<file path="config.mk">
export PLATFORM = sky130hd
export DESIGN_NAME = serial_adder
export DESIGN_NICKNAME = d
export VERILOG_FILES = /design/src/rtl/serial_adder.sv
export SDC_FILE = /design/constraint.sdc
export NUM_CORES = 1
export LEC_CHECK = 0
export ABC_AREA = 1
export CAP_MARGIN = 20
export CORE_MARGIN = 10
export CORE_UTILIZATION = 30
export CTS_CLUSTER_DIAMETER = 80
export CTS_CLUSTER_SIZE = 16
export DETAILED_ROUTE_END_ITERATION = 10
export PLACE_DENSITY = 0.61
export SLEW_MARGIN = 20
export SYNTH_ARGS = -nofsm -noshare
export SYNTH_HDL_FRONTEND = slang
export SYNTH_SLANG_ARGS = --single-unit
export TNS_END_PERCENT = 20
</file>
<file path="constraint.sdc">
create_clock -name clk -period 1.6 [get_ports clk]
set_clock_uncertainty 0.1 [all_clocks]
set_input_delay 0.4 -clock clk [delete_from_list [all_inputs] [get_ports clk]]
set_output_delay 0.4 -clock clk [all_outputs]
set_load 0.1 [all_outputs]
</file>
<file path="src/rtl/serial_adder.sv">
// Bit-serial adder: one full-adder cell processes a+b+cin LSB-first over WIDTH cycles.
// Define SERIAL_ADDER_OVF_EN to add the two's-complement overflow output 'ovf'.
module serial_adder #(
   parameter int WIDTH = 8
) (
   input  logic             clk,
   input  logic             rst,
   input  logic             start,
   input  logic [WIDTH-1:0] a,
   input  logic [WIDTH-1:0] b,
   input  logic             cin,
   output logic             busy,
   output logic             done,
   output logic [WIDTH-1:0] sum,
   output logic             cout
`ifdef SERIAL_ADDER_OVF_EN
   ,
   output logic             ovf
`endif
);

   localparam int CNT_W = $clog2(WIDTH + 1);

   typedef enum logic [1:0] {
      IDLE,
      SHIFT,
      DONE
   } state_t;

   state_t             state_q, state_d;
   logic [WIDTH-1:0]   opA_q, opA_d;
   logic [WIDTH-1:0]   opB_q, opB_d;
   logic [WIDTH-1:0]   sum_q, sum_d;
   logic               carry_q, carry_d;
   logic [CNT_W-1:0]   cnt_q, cnt_d;
`ifdef SERIAL_ADDER_OVF_EN
   logic               ovf_q, ovf_d;
`endif

   logic               sumBit;
   logic               cellCarry;
   logic               lastShift;

   assign sumBit    = opA_q[0] ^ opB_q[0] ^ carry_q;
   assign cellCarry = (opA_q[0] & opB_q[0]) | (carry_q & (opA_q[0] ^ opB_q[0]));
   assign lastShift = (cnt_q == CNT_W'(WIDTH - 1));

   always_comb begin
      state_d = state_q;
      opA_d   = opA_q;
      opB_d   = opB_q;
      sum_d   = sum_q;
      carry_d = carry_q;
      cnt_d   = cnt_q;
`ifdef SERIAL_ADDER_OVF_EN
      ovf_d   = ovf_q;
`endif
      case (state_q)
         IDLE: begin
            if (start) begin
               opA_d   = a;
               opB_d   = b;
               carry_d = cin;
               cnt_d   = '0;
               sum_d   = '0;
`ifdef SERIAL_ADDER_OVF_EN
               ovf_d   = 1'b0;
`endif
               state_d = SHIFT;
            end
         end
         SHIFT: begin
            opA_d   = {1'b0, opA_q[WIDTH-1:1]};
            opB_d   = {1'b0, opB_q[WIDTH-1:1]};
            sum_d   = {sumBit, sum_q[WIDTH-1:1]};
            carry_d = cellCarry;
            cnt_d   = cnt_q + CNT_W'(1);
            if (lastShift) begin
`ifdef SERIAL_ADDER_OVF_EN
               // On the MSB cycle carry_q is the carry into the MSB.
               ovf_d   = carry_q ^ cellCarry;
`endif
               state_d = DONE;
            end
         end
         DONE: begin
            state_d = IDLE;
         end
         default: begin
            state_d = IDLE;
         end
      endcase
   end

   always_ff @(posedge clk) begin
      if (rst) begin
         state_q <= IDLE;
         opA_q   <= '0;
         opB_q   <= '0;
         sum_q   <= '0;
         carry_q <= 1'b0;
         cnt_q   <= '0;
`ifdef SERIAL_ADDER_OVF_EN
         ovf_q   <= 1'b0;
`endif
      end else begin
         state_q <= state_d;
         opA_q   <= opA_d;
         opB_q   <= opB_d;
         sum_q   <= sum_d;
         carry_q <= carry_d;
         cnt_q   <= cnt_d;
`ifdef SERIAL_ADDER_OVF_EN
         ovf_q   <= ovf_d;
`endif
      end
   end

   assign busy = (state_q != IDLE);
   assign done = (state_q == DONE);
   assign sum  = sum_q;
   assign cout = carry_q;
`ifdef SERIAL_ADDER_OVF_EN
   assign ovf  = ovf_q;
`endif

endmodule

</file>
==> flow_metrics.py, run 1 <==
metrics = {
    "run_status": {
        "outcome": "finished clean",
    },
    "floorplanning": {
        "die_area_um2": 8500,
        "die_h_um": 92.2,
        "dieWidth_um": 92.2,
        "ioPinCount": 31,
        "initial_utilization": 0.308,
        "core_um2": 5070,
        "rows": 26,
    },
    "synthesis": {
        "ys_ff_latch": 31,
        "ys_warn_count": 0,
        "ys_top_cells_by_area": "dfxtp_1 40%, nand3_1 11%, nand2_1 8.6%, nand3_2 6.4%, nor2_1 5.8%",
        "syn_inst": 204,
        "synth_top_cell_area_share": 0.397,
        "synth_cell_types": 25,
        "ys_seq_area_frac": 0.397,
        "yosysTopAreaCell": "dfxtp_1",
        "synth_nets": 226,
        "avgSynthCellArea_um2": 7.67,
        "netlist_area_um2": 1560,
    },
    "cells_and_area": {
        "fillCellCount": 532,
        "stdcell_count": 314,
        "register_area_um2": 627,
        "final_core_util": 0.437,
        "fin_nets": 265,
        "drive_gt1_frac": 0.258,
        "n_antenna_cell": 0,
        "area_growth_pct": 41.8,
        "multi_input_area_um2": 753,
    },
    "clocking": {
        "clk_latency_ns": 0.28,
        "cts.clk_slew.worst_paths_ns": 0.06,
        "cts_buffer_depth": 2,
        "htree_num_levels": 2,
        "numCtsBuffers": 5,
        "cts_tree": "yes",
        "cts_root_buffer": "clkbuf_8",
        "clock-sinks": 31,
        "holdBufCountCts": 0,
    },
    "pwr": {
        "p_switching_w": 0.000518,
        "peakVddDrop_mv": 0.334,
        "swShare": 0.276,
        "power.leakage_nw": 0.877,
        "combinationalPowerShare": 0.195,
        "clockPowerShare": 0.362,
        "p_per_area_nw_per_um2": 847,
        "p_int_w": 0.00136,
        "seqPwrFrac": 0.442,
    },
    "critical_path": {
        "reg2reg_to": "sum[7]$_SDFFE_PP0P_",
        "cp_max_fo": 4,
        "r2r_setup_slack_ns": 0.19,
        "cp-end-kind": "output pin",
        "reg2regPathDepth": 4,
        "cp.arrival_ns": 1.06,
        "required_ns": 1.10,
        "start_kind": "register",
        "reg2reg_from": "cout$_SDFFE_PP0P_",
        "worstSetupPathType": "register to output pin",
    },
    "global_routing": {
        "grt_pass1_wl_mm": 6.38,
        "track_usage": 0.0917,
        "grt_overflow": 0,
        "grt_max_degree": 25,
        "grt_antenna_before_repair": 0,
        "first_global_vias": 1326,
    },
    "place": {
        "finalWeightedCongestion": 0.730,
        "numPortBuffers": 30,
        "dp.cells": 306,
        "hpwl_mm": 2.75,
    },
    "sta": {
        "slew_violations": 0,
        "hold_viol_final": 0,
        "hold_ws_ns": 0.384,
        "setup_viol": 0,
        "rsz0062_at_grt": "true",
        "tightest_slew_ns": 0.332,
        "period_minus_slack_ns": 1.56,
        "slew_headroom": 0.778,
        "fmax_mhz": 643,
        "min_period_over_period": 0.973,
    },
    "detailed_routing": {
        "first_pass_iters": 4,
        "antenna_left": 0,
        "drtIter0Drc": 129,
        "route.detailed.drc": 0,
        "wl_mm": 3.72,
        "num_vias": 1381,
        "wl_per_cell_um": 11.9,
        "vias_per_cell": 4.40,
    },
    "job": {
        "max_cap_violations": 0,
    },
    "worst_hold_path": {
        "worstHoldStart": "opB_q[5]$_SDFFE_PP0P_",
        "hold_path_class": "register to register",
        "hold_end": "opB_q[5]$_SDFFE_PP0P_",
        "hold_path_depth": 2,
    },
}
-- registers in the layout, summed over array words and instances, names as in the netlist --
| register | count |
|---|---|
| opA_q | 8 |
| opB_q | 8 |
| sum | 8 |
| cnt_q | 4 |
| state_q | 2 |
| cout | 1 |
-- routing by layer --
layer | vias to the layer above | global-route usage | part of all wire
met3 | 6 | 0.0302 | 0.045
met1 | 618 | 0.111 | 0.47
met5 | - | 0 | 0
li1 | 729 | - | -
met2 | 28 | 0.145 | 0.47
met4 | 0 | 0.0386 | 0.018
-- layout make-up --
cell class | count | area share
clock buffer | 8 | 0.0451
inverter | 25 | 0.0440
multi-input combinational | 136 | 0.340
sequential | 31 | 0.283
tap | 70 | 0.0395
timing repair buffer | 44 | 0.249
-- layout by cell type, fill, tap and decap left out --
cell	Yosys	routed
a21oi_1	8	8
a21oi_2	9	9
buf_12	1	14
buf_4	3	11
clkbuf_1	1	1
clkbuf_8	0	7
clkdlybuf4s50_1	0	19
clkinvlp_4	0	1
dfxtp_1	31	28
dfxtp_2	0	2
dfxtp_4	0	1
fa_1	1	1
ha_1	1	1
inv_1	23	22
inv_2	2	2
nand2_1	36	36
nand2_4	2	2
nand3_1	33	33
nand3_2	10	10
nand4_1	1	1
nor2_1	24	22
nor2_4	1	3
nor4_1	1	1
o21ai_0	6	6
o21ai_1	1	1
o21ai_2	1	1
or2_1	1	1
-- worst max path at each step --
stage                            start                     to  slack (ns)  cells past startpoint
2_1_floorplan        cout$_SDFFE_PP0P_    sum[7]$_SDFFE_PP0P_       -0.13                      4
3_3_place_gp                     start  opB_q[7]$_SDFFE_PP0P_       -0.07                      6
3_5_place_dp                     start  opB_q[7]$_SDFFE_PP0P_        -0.1                      6
4_1_cts        state_q[0]$_SDFFE_PP0P_                   done       0.005                      3
5_1_grt        state_q[1]$_SDFFE_PP0P_                   busy      -0.007                      3
6_report       state_q[0]$_SDFFE_PP0P_                   done        0.04                      3
-- cells by family after synthesis --
group / after synthesis / synth area share
DFF: 31 / 0.397
and+or+nand+nor: 109 / 0.347
buffers and inverters: 37 / 0.131
adders and majority gates: 2 / 0.0208
AOI/OAI and AO/OA: 25 / 0.104
-- power groups by stage --
stage / Sequential (W) / Combinational [W] / Clock [W]
floorplan: 0.000876 / 0.000204 / 0
global placement: 0.000848 / 0.000366 / 0
detailed placement: 0.000849 / 0.000367 / 0
CTS: 0.000833 / 0.000371 / 0.000702
global route: 0.000835 / 0.000403 / 0.000727
finish: 0.000832 / 0.000367 / 0.000681
-- cell usage after synthesis, drive strengths merged --
library cell and number:
clkbuf 1, nand2 38, buf 11, dfxtp 31, or2 1, ha 1
nand3 43, o21ai 8, fa 1, nand4 1, a21oi 17, inv 25
nor2 25, nor4 1
-- through the flow --
| step | instance area [um2] | power (W) | setup WS [ns] | setup TNS, ns |
|---|---|---|---|---|
| 5_1_grt | 2220 | 0.00197 | -0.00663 | -0.00663 |
| 6_report | 2220 | 0.00188 | 0.0438 | 0 |
| 4_1_cts | 2220 | 0.00191 | 0.00484 | 0 |
| 3_3_place_gp | 2110 | 0.00121 | -0.0709 | -0.719 |
| 3_5_place_dp | 2110 | 0.00122 | -0.0990 | -0.907 |
| 2_1_floorplan | 1580 | 0.00108 | -0.134 | -0.229 |
-- repair_timing --
item / in CTS / in global routing
gates resized for setup: 4 / 1
buffers inserted: 0 / 0
pin swaps: 0 / 1
setup endpoints to repair: 2 / 2
-- critical path, cell delays in order, from the launching register on --
cell and delay, ns:
dfxtp_2 0.34, buf_4 0.16, nor2_4 0.10, buf_12 0.18
Note: power is estimated with default switching activity, not from simulation.
==> run 2, diff against run 1 <==
--- a/config.mk
+++ b/config.mk
@@ -7,7 +7,7 @@
 export LEC_CHECK = 0
 export ABC_AREA = 1
 export CAP_MARGIN = 20
-export CORE_MARGIN = 10
+export CORE_MARGIN = 4
 export CORE_UTILIZATION = 30
 export CTS_CLUSTER_DIAMETER = 80
 export CTS_CLUSTER_SIZE = 16
==> run 2 against run 1 <==
Net effect:
- count of clock-buffer cells in the layout unchanged
- hold slack got worse by 0.0060 ns
- maximum frequency about the same
- flip-flop and latch count unchanged
- register-to-register slack about the same
- clock power about the same
- sequential share of layout area increased by 0.11 points
- critical path depth unchanged
- setup slack about the same
- non-clock buffer count unchanged
- first-iteration DRC count decreased by 14%
- die area decreased by 24%
==> flow_metrics.py, run 2 (same netlist as run 1, synthesis figures left out) <==
metrics = {
    "run_status": {
        "outcome": "finished clean",
    },
    "floorplanning": {
        "dieWidth_um": 80.2,
        "core_um2": 5070,
        "ioPinCount": 31,
        "rows": 26,
        "die_area_um2": 6430,
        "die_h_um": 80.2,
        "initial_utilization": 0.308,
    },
    "detailed_routing": {
        "antenna_left": 0,
        "drtIter0Drc": 111,
        "num_vias": 1383,
        "route.detailed.drc": 0,
        "wl_per_cell_um": 11.3,
        "wl_mm": 3.56,
        "first_pass_iters": 4,
        "vias_per_cell": 4.40,
    },
    "critical_path": {
        "required_ns": 1.10,
        "reg2regPathDepth": 4,
        "reg2reg_to": "sum[7]$_SDFFE_PP0P_",
        "r2r_setup_slack_ns": 0.19,
        "slowest_delay_ns": 0.34,
        "cp_max_fo": 2,
        "critPathLaunch": "state_q[0]$_SDFFE_PP0P_",
        "cp.arrival_ns": 1.06,
        "cp-end-kind": "output pin",
        "cp_slowest_cell": "dfxtp_2",
        "start_kind": "register",
        "worstSetupPathType": "register to output pin",
        "critPathCapture": "busy",
        "cp_cell_sequence": "nor2_4 -> clkinvlp_4 -> buf_12",
        "reg2reg_from": "cout$_SDFFE_PP0P_",
    },
    "global_routing": {
        "grt_overflow": 0,
        "track_usage": 0.125,
        "grt_antenna_before_repair": 0,
        "first_global_vias": 1327,
        "grt_pass1_wl_mm": 6.25,
        "grt_max_degree": 25,
    },
    "sta": {
        "finalWorstSetupSlack_ns": 0.0435,
        "setup_viol": 0,
        "min_period_over_period": 0.973,
        "hold_ws_ns": 0.378,
        "fmax_mhz": 642,
        "hold_viol_final": 0,
        "tightest_slew_ns": 0.310,
        "rsz0062_at_grt": "false",
        "setup_tns_ns": 0,
        "period_minus_slack_ns": 1.56,
        "slew_headroom": 0.793,
        "slew_violations": 0,
    },
    "place": {
        "hpwl_mm": 2.54,
        "finalWeightedCongestion": 0.712,
        "pre_cts_slack_ns": -0.0939,
        "placed_area_um2": 2090,
        "numPortBuffers": 30,
    },
    "clocking": {
        "cts_buffer_depth": 2,
        "cts_root_buffer": "clkbuf_8",
        "cts.clk_slew.worst_paths_ns": 0.07,
        "cts_tree": "yes",
        "clk_latency_ns": 0.29,
        "clock-sinks": 31,
        "numCtsBuffers": 5,
        "holdBufCountCts": 0,
        "htree_num_levels": 2,
    },
    "cells_and_area": {
        "area_growth_pct": 41.3,
        "multi_input_area_um2": 753,
        "drive_gt1_frac": 0.258,
        "final_cell_mix": "36 x nand2_1, 33 x nand3_1, 28 x dfxtp_1",
        "layout_commonest_cell": "nand2_1",
        "n_antenna_cell": 0,
        "fin_nets": 265,
        "fillCellCount": 523,
        "fin_area_um2": 2210,
        "register_area_um2": 627,
    },
    "job": {
        "max_cap_violations": 0,
    },
    "pwr": {
        "power.leakage_nw": 0.873,
        "p_per_area_nw_per_um2": 849,
        "peakVddDrop_mv": 0.289,
        "power.total_w": 0.00188,
    },
    "worst_hold_path": {
        "hold_path_class": "register to register",
    },
}
-- run 2: worst min path at each step --
| stage | startpoint | to | slack [ns] | cells past startpoint |
|---|---|---|---|---|
| after global placement | opB_q[6]$_SDFFE_PP0P_ | opB_q[6]$_SDFFE_PP0P_ | 0.37 | 2 |
| after CTS | opB_q[5]$_SDFFE_PP0P_ | opB_q[5]$_SDFFE_PP0P_ | 0.38 | 2 |
| final | opB_q[5]$_SDFFE_PP0P_ | opB_q[5]$_SDFFE_PP0P_ | 0.38 | 2 |
| after floorplan | opB_q[7]$_SDFFE_PP0P_ | opB_q[7]$_SDFFE_PP0P_ | 0.36 | 2 |
| after detailed placement | opB_q[5]$_SDFFE_PP0P_ | opB_q[5]$_SDFFE_PP0P_ | 0.37 | 2 |
| after global routing | opB_q[5]$_SDFFE_PP0P_ | opB_q[5]$_SDFFE_PP0P_ | 0.39 | 2 |
-- run 2: routing by layer --
layer  GRT usage  vias up  share of wire
li1            -      728              -
met1       0.156      617           0.46
met2       0.200       32           0.47
met3      0.0381        6          0.048
met4      0.0507        0          0.019
met5           0        -              0
-- run 2: area by class of cell --
class                           count  share of cell area
Multi-Input combinational cell    136               0.341
Sequential cell                    31               0.284
Timing Repair Buffer               44               0.246
Clock buffer                        8              0.0453
Inverter                           25              0.0442
Tap cell                           70              0.0396
-- run 2: where the power goes --
group	total [W]	switching, W	internal, W
registers	0.000833	0.0000245	0.000808
clock network	0.000680	0.000288	0.000392
logic	0.000364	0.000204	0.000159
-- run 2: per-stage QoR --
| stage | util | instances |
|---|---|---|
| floorplan | - | 204 |
| global placement | 0.412 | 306 |
| detailed placement | 0.412 | 306 |
| CTS | 0.434 | 314 |
| global route | 0.435 | 314 |
| finish | 0.435 | 314 |
-- run 2: timing repair --
| item | 4_1_cts | 5_1_grt |
|---|---|---|
| setup buffers | 0 | 0 |
| setup endpoints to repair | 2 | 1 |
| gates cloned | 0 | 0 |
| pin swaps | 0 | 1 |
| resized for setup | 4 | 2 |
-- run 2: worst max-delay path: cells and delay by family, from the launching register on --
| kind | cells | cell delay [ns] |
|---|---|---|
| buffers and inverters | 2 | 0.28 |
| and+or+nand+nor | 1 | 0.14 |
| DFF | 1 | 0.34 |
==> run 3, diff against run 2 <==
--- a/config.mk
+++ b/config.mk
@@ -12,6 +12,7 @@
 export CTS_CLUSTER_DIAMETER = 80
 export CTS_CLUSTER_SIZE = 16
 export DETAILED_ROUTE_END_ITERATION = 10
+export HOLD_SLACK_MARGIN = 0.12
 export PLACE_DENSITY = 0.61
 export SLEW_MARGIN = 20
 export SYNTH_ARGS = -nofsm -noshare
==> constraint.sdc (replaced) <==
create_clock -name clk -period 1.6 [get_ports clk]
set_clock_uncertainty 0.1 [all_clocks]
set_input_delay 0.16 -clock clk [delete_from_list [all_inputs] [get_ports clk]]
set_output_delay 0.16 -clock clk [all_outputs]
set_load 0.1 [all_outputs]
==> run 3 against run 2 <==
Net effect:
- first-iteration DRC count down 23%
- final cell count down 0.64%
- setup slack better by 0.062 ns
- power up 5.7%
- non-clock buffer count down 2
- hold slack worse by 0.053 ns
- largest cell class unchanged
- largest power group unchanged
==> flow_metrics.py, run 3 (same netlist as run 1, synthesis figures left out) <==
metrics = {
    "global_routing": {
        "track_usage": 0.116,
        "grt_overflow": 0,
        "grt_antenna_before_repair": 0,
        "grt_pass1_wl_mm": 5.79,
        "first_global_vias": 1216,
        "grt_max_degree": 17,
    },
    "floorplanning": {
        "core_um2": 5070,
        "die_h_um": 80.2,
        "rows": 26,
        "ioPinCount": 31,
        "dieWidth_um": 80.2,
        "die_area_um2": 6430,
        "initial_utilization": 0.308,
    },
    "critical_path": {
        "cp-end-kind": "output pin",
        "worstSetupPathType": "register to output pin",
        "cp_max_fo": 13,
        "required_ns": 1.34,
        "start_kind": "register",
        "cp.arrival_ns": 1.23,
    },
    "worst_hold_path": {
        "hold_path_class": "input pin to register",
    },
    "sta": {
        "hold_viol_final": 0,
        "slew_violations": 0,
        "tightest_slew_ns": 0.305,
        "slew_headroom": 0.796,
        "hold_ws_ns": 0.325,
        "rsz0062_at_grt": "false",
        "fmax_mhz": 669,
        "period_minus_slack_ns": 1.49,
        "setup_viol": 0,
        "min_period_over_period": 0.934,
    },
    "detailed_routing": {
        "antenna_left": 0,
        "wl_per_cell_um": 11.2,
        "route.detailed.drc": 0,
        "first_pass_iters": 4,
        "drtIter0Drc": 86,
        "num_vias": 1384,
        "vias_per_cell": 4.44,
        "wl_mm": 3.48,
    },
    "place": {
        "hpwl_mm": 2.47,
        "finalWeightedCongestion": 0.748,
        "dp.cells": 304,
        "numPortBuffers": 30,
    },
    "cells_and_area": {
        "final_cell_mix": "36 x nand2_1, 33 x nand3_1, 30 x dfxtp_1",
        "area_growth_pct": 38.7,
        "layout_commonest_cell": "nand2_1",
        "drive_gt1_frac": 0.244,
        "n_antenna_cell": 0,
        "fin_nets": 263,
        "final_core_util": 0.428,
        "stdcell_count": 312,
    },
    "job": {
        "max_cap_violations": 0,
    },
    "pwr": {
        "seqPwrFrac": 0.420,
        "swShare": 0.265,
        "p_switching_w": 0.000526,
        "peakVddDrop_mv": 0.373,
        "clockPowerShare": 0.406,
        "power.leakage_nw": 0.872,
        "combinationalPowerShare": 0.174,
        "p_int_w": 0.00146,
        "p_per_area_nw_per_um2": 914,
    },
    "clocking": {
        "cts_setup_buffers": 0,
        "htree_num_levels": 2,
        "numCtsBuffers": 5,
        "cts_buffer_depth": 2,
        "clock-sinks": 31,
        "clk_latency_ns": 0.28,
        "cts_tree": "yes",
        "cts_root_buffer": "clkbuf_8",
        "cts.clk_slew.worst_paths_ns": 0.07,
        "holdBufCountCts": 0,
    },
    "run_status": {
        "outcome": "finished clean",
    },
}
run 3: path summary, 6_finish.rpt:
kind         cells past startpoint  slack [ns]               endpoint                    start
min reg2reg                      2        0.39  opA_q[7]$_SDFFE_PP0P_    opA_q[7]$_SDFFE_PP0P_
max                              3        0.11                   busy  state_q[1]$_SDFFE_PP0P_
min                              3        0.32  opB_q[7]$_SDFFE_PP0P_                     b[7]
max reg2reg                      6        0.20      cout$_SDFFE_PP0P_  state_q[1]$_SDFFE_PP0P_
run 3: final cells by class:
class                   instances  area [um2]
fillers                       550        2910
flip-flops and latches         31         622
clock inverters                 2        35.0
inverters                      25        93.8
clock buffers                   6        82.6
repair buffers                 42         500
well taps                      70        87.6
multi-input cells             136         748
run 3: per-layer routing:
metal / vias to the layer above / routed length (um) / global-route usage
met5: - / 0 / 0
met1: 630 / 1700 / 0.158
met4: 0 / 47 / 0.0557
met2: 24 / 1560 / 0.171
met3: 5 / 176 / 0.0258
li1: 725 / - / -
run 3: repair_timing:
action	4_1_cts	5_1_grt
gates resized for setup	2	0
endpoints found under the hold margin	0	0
endpoints found under the setup margin	1	0
run 3: stage by stage:
step,worst slack (ns),area [um2],total power (W),TNS [ns]
after global placement,0.000389,2040,0.00119,0
after CTS,0.0986,2170,0.00200,0
after floorplan,-0.134,1570,0.00108,-0.152
final,0.106,2170,0.00198,0
after global routing,0.0284,2170,0.00206,0
after detailed placement,0.00361,2040,0.00119,0
run 3: critical path, stage by stage, from the launching register on:
cell     delay [ns]
dfxtp_1        0.37
nor2_4         0.27
inv_1          0.12
buf_12         0.18
run 3: power by group through the flow:
stage               Sequential [W]  Combinational (W)  Clock, W
finish                    0.000832           0.000346  0.000806
global route              0.000836           0.000378  0.000851
CTS                       0.000832           0.000348  0.000819
detailed placement        0.000848           0.000344         0
global placement          0.000847           0.000345         0
floorplan                 0.000876           0.000202         0
==> RTL edit, RTL diff (flow settings as in run 2) <==
The option `SERIAL_ADDER_OVF_EN` is turned on by a define.
--- a/src/rtl/serial_adder.sv
+++ b/src/rtl/serial_adder.sv
@@ -2,2 +2,4 @@
 // Define SERIAL_ADDER_OVF_EN to add the two's-complement overflow output 'ovf'.
+`define SERIAL_ADDER_OVF_EN
+
 module serial_adder #(
Formal check against the unedited RTL (old outputs only; new: ovf): equivalent (equiv_simple and equiv_induct, registers matched by name and starting in step).
==> RTL edit against run 2 <==
Setup slack improved by 14 ps. Clock power rose by 3.7%. Die area fell by 7.3%. Critical path depth did not move. Non-clock buffer count fell by 4. Sequential cell count rose by 1. Maximum frequency rose by 0.92%. Largest cell class unchanged. Global-route usage fell by 1.2 points. Routed wire length fell by 8.4%. Synthesized area fell by 8.1%. Final cell count fell by 6.1%. Final area fell by 7.1%. Sequential share of layout area rose by 3.1 points. Power rose by 5.0%.
==> RTL edit: results (changes against run 2) <==
* DP Cell Count at 287 (was 306)
* Antenna Cells at 0 (unchanged)
* R2R depth at 4 (unchanged)
* Clock tree buffer depth at 2 (unchanged)
* Leakage power at 0.881 nW (was 0.873 nW)
* Final nets at 264 (was 265)
* WP data arrival at 1040 ps (was 1060 ps)
* Skew-Pair Late Insertion Delay at 280 ps
* Pre-CTS setup slack at -60.4 ps (was -93.9 ps)
* Pre-antenna DRT Iters at 4 (unchanged)
* Largest delay contributor family on the critical path: flip-flops (unchanged)
* Drt first-iter violations at 62 (was 111)
* Largest net degree at the start of global routing at 19 (was 25)
* Sequential area share after synthesis at 44.6% (was 39.7%)
* Hold Path Class: register to register (unchanged)
* Max VDD drop at 0.000470 V (was 0.000289 V)
* Placed Area at 1950 um2 (was 2090 um2)
* Post-synth cell types at 23 (was 25)
* WHS Path Cells at 2 (unchanged)
* YS warnings at 0 (unchanged)
* Top cells by area, synth: dfxtp_1, nand2_1, nor2_1, o21ai_0, a21oi_1 (was dfxtp_1, nand3_1, nand2_1, nand3_2, nor2_1)
* Synthesized net count at 226 (unchanged)
* Setup bufs post-CTS at 0 (unchanged)
* Vias at 1308 (was 1383)
* Layout cells sized above 1 at 16.5% (was 25.8%)
* WL per Instance at 11.0 um (was 11.3 um)
* Initial antenna violation count at 0 (unchanged)
* Root buf cell: clkbuf_8 (unchanged)
* Crit Path Max Fanout at 6 (was 2)
* Worst path max stage delay at 340 ps (about the same)
* Top FF cell, synth: dfxtp_1 (unchanged)
* Filler cells at 440 (was 523)
* Mapped Cells at 204 (unchanged)
* Gpl congestion at 0.713 (was 0.712)
* Port Buf Inserts at 31 (was 30)
* Detail Placement HPWL at 2.24 mm (was 2.54 mm)
* First-pass GRT wire length at 5.42 mm (was 6.25 mm)
* Reg clk slew, reported paths at 70 ps (about the same)
* Outcome: finished, final reports clean (unchanged)
* Total CTS buffers at 5 (unchanged)
* Crit path max-delay cell type: dfxtp_2 (unchanged)
* Synth cell count leaders: nand2_1, dfxtp_1, nor2_1 (was nand2_1, nand3_1, dfxtp_1)
* Drt total wl at 3.26 mm (was 3.56 mm)
* Vias in the first global route at 1172 (was 1327)
* Synth async-reset ratio at 0% (unchanged)
* Clock H-tree levels at 2 (unchanged)
* Post-synth EDFFs at 0 (unchanged)
* GRT Resource Usage Total at 11.3% (was 12.5%)
* Slew HR at 70.8% (was 79.3%)
==> RTL edit: worst paths after layout <==
path	endpoint	startpoint	slack, ps
max	busy	state_q[1]$_SDFFE_PP0P_	60
min	opB_q[7]$_SDFFE_PP0P_	opB_q[7]$_SDFFE_PP0P_	370
max reg2reg	sum[7]$_SDFFE_PP0P_	cout$_SDFFE_PP0P_	70
min reg2reg	opB_q[7]$_SDFFE_PP0P_	opB_q[7]$_SDFFE_PP0P_	370
==> RTL edit: tightest hold or removal path, delay by kind of cell (launching register included) <==
family	cells	cell delay [ps]
DFF	1	310
AOI/OAI and AO/OA	1	50
and+or+nand+nor	1	60
==> RTL edit: cell type report <==
class                   count  area [um2]  share of cell area (%)
clock buffers               7        97.6                    4.75
well taps                  52        65.1                    3.17
inverters                   9        33.8                    1.65
flip-flops and latches     32         647                    31.5
clock inverters             1        5.00                   0.244
multi-input cells         154         694                    33.8
repair buffers             40         510                    24.9
==> RTL edit: metrics by stage <==
stage | TNS (ps) | util [%]
after global routing | 0 | 45.6
after CTS | 0 | 45.6
after detailed placement | -777 | 43.3
after floorplan | -192 | -
final | 0 | 45.6
after global placement | -429 | 43.3
==> RTL edit: cells by family (layout without fill, tap and decap cells) <==
kind of cell    after synthesis  count (layout)  synth area share, %
compound gates               35              35                 12.6
xor+xnor                      1               1                0.609
fa+ha+maj                     2               2                 2.26
buf+inv                      18              57                 7.66
flops                        32              32                 44.6
simple gates                116             116                 32.3
==> RTL edit: power by group <==
group / total [mW] / switching, mW / internal, mW
sequential: 0.879 / 0.0325 / 0.846
clock: 0.705 / 0.306 / 0.399
combinational: 0.386 / 0.221 / 0.165
total: 1.97 / 0.560 / 1.41
==> RTL edit: metal layers <==
metal / track usage, % / wire [um] / vias up
li1: - / - / 722
met1: 16.0 / 1660 / 555
met2: 15.9 / 1390 / 27
met3: 3.63 / 159 / 4
met4: 4.27 / 46 / 0
met5: 0 / 0 / -
==> RTL edit: what timing repair did <==
item | 4_1_cts | 5_1_grt
pin swaps | 0 | 1
setup endpoints to repair | 1 | 2
cloned | 0 | 0
resized for setup | 1 | 1
endpoints found under the hold margin | 0 | 0
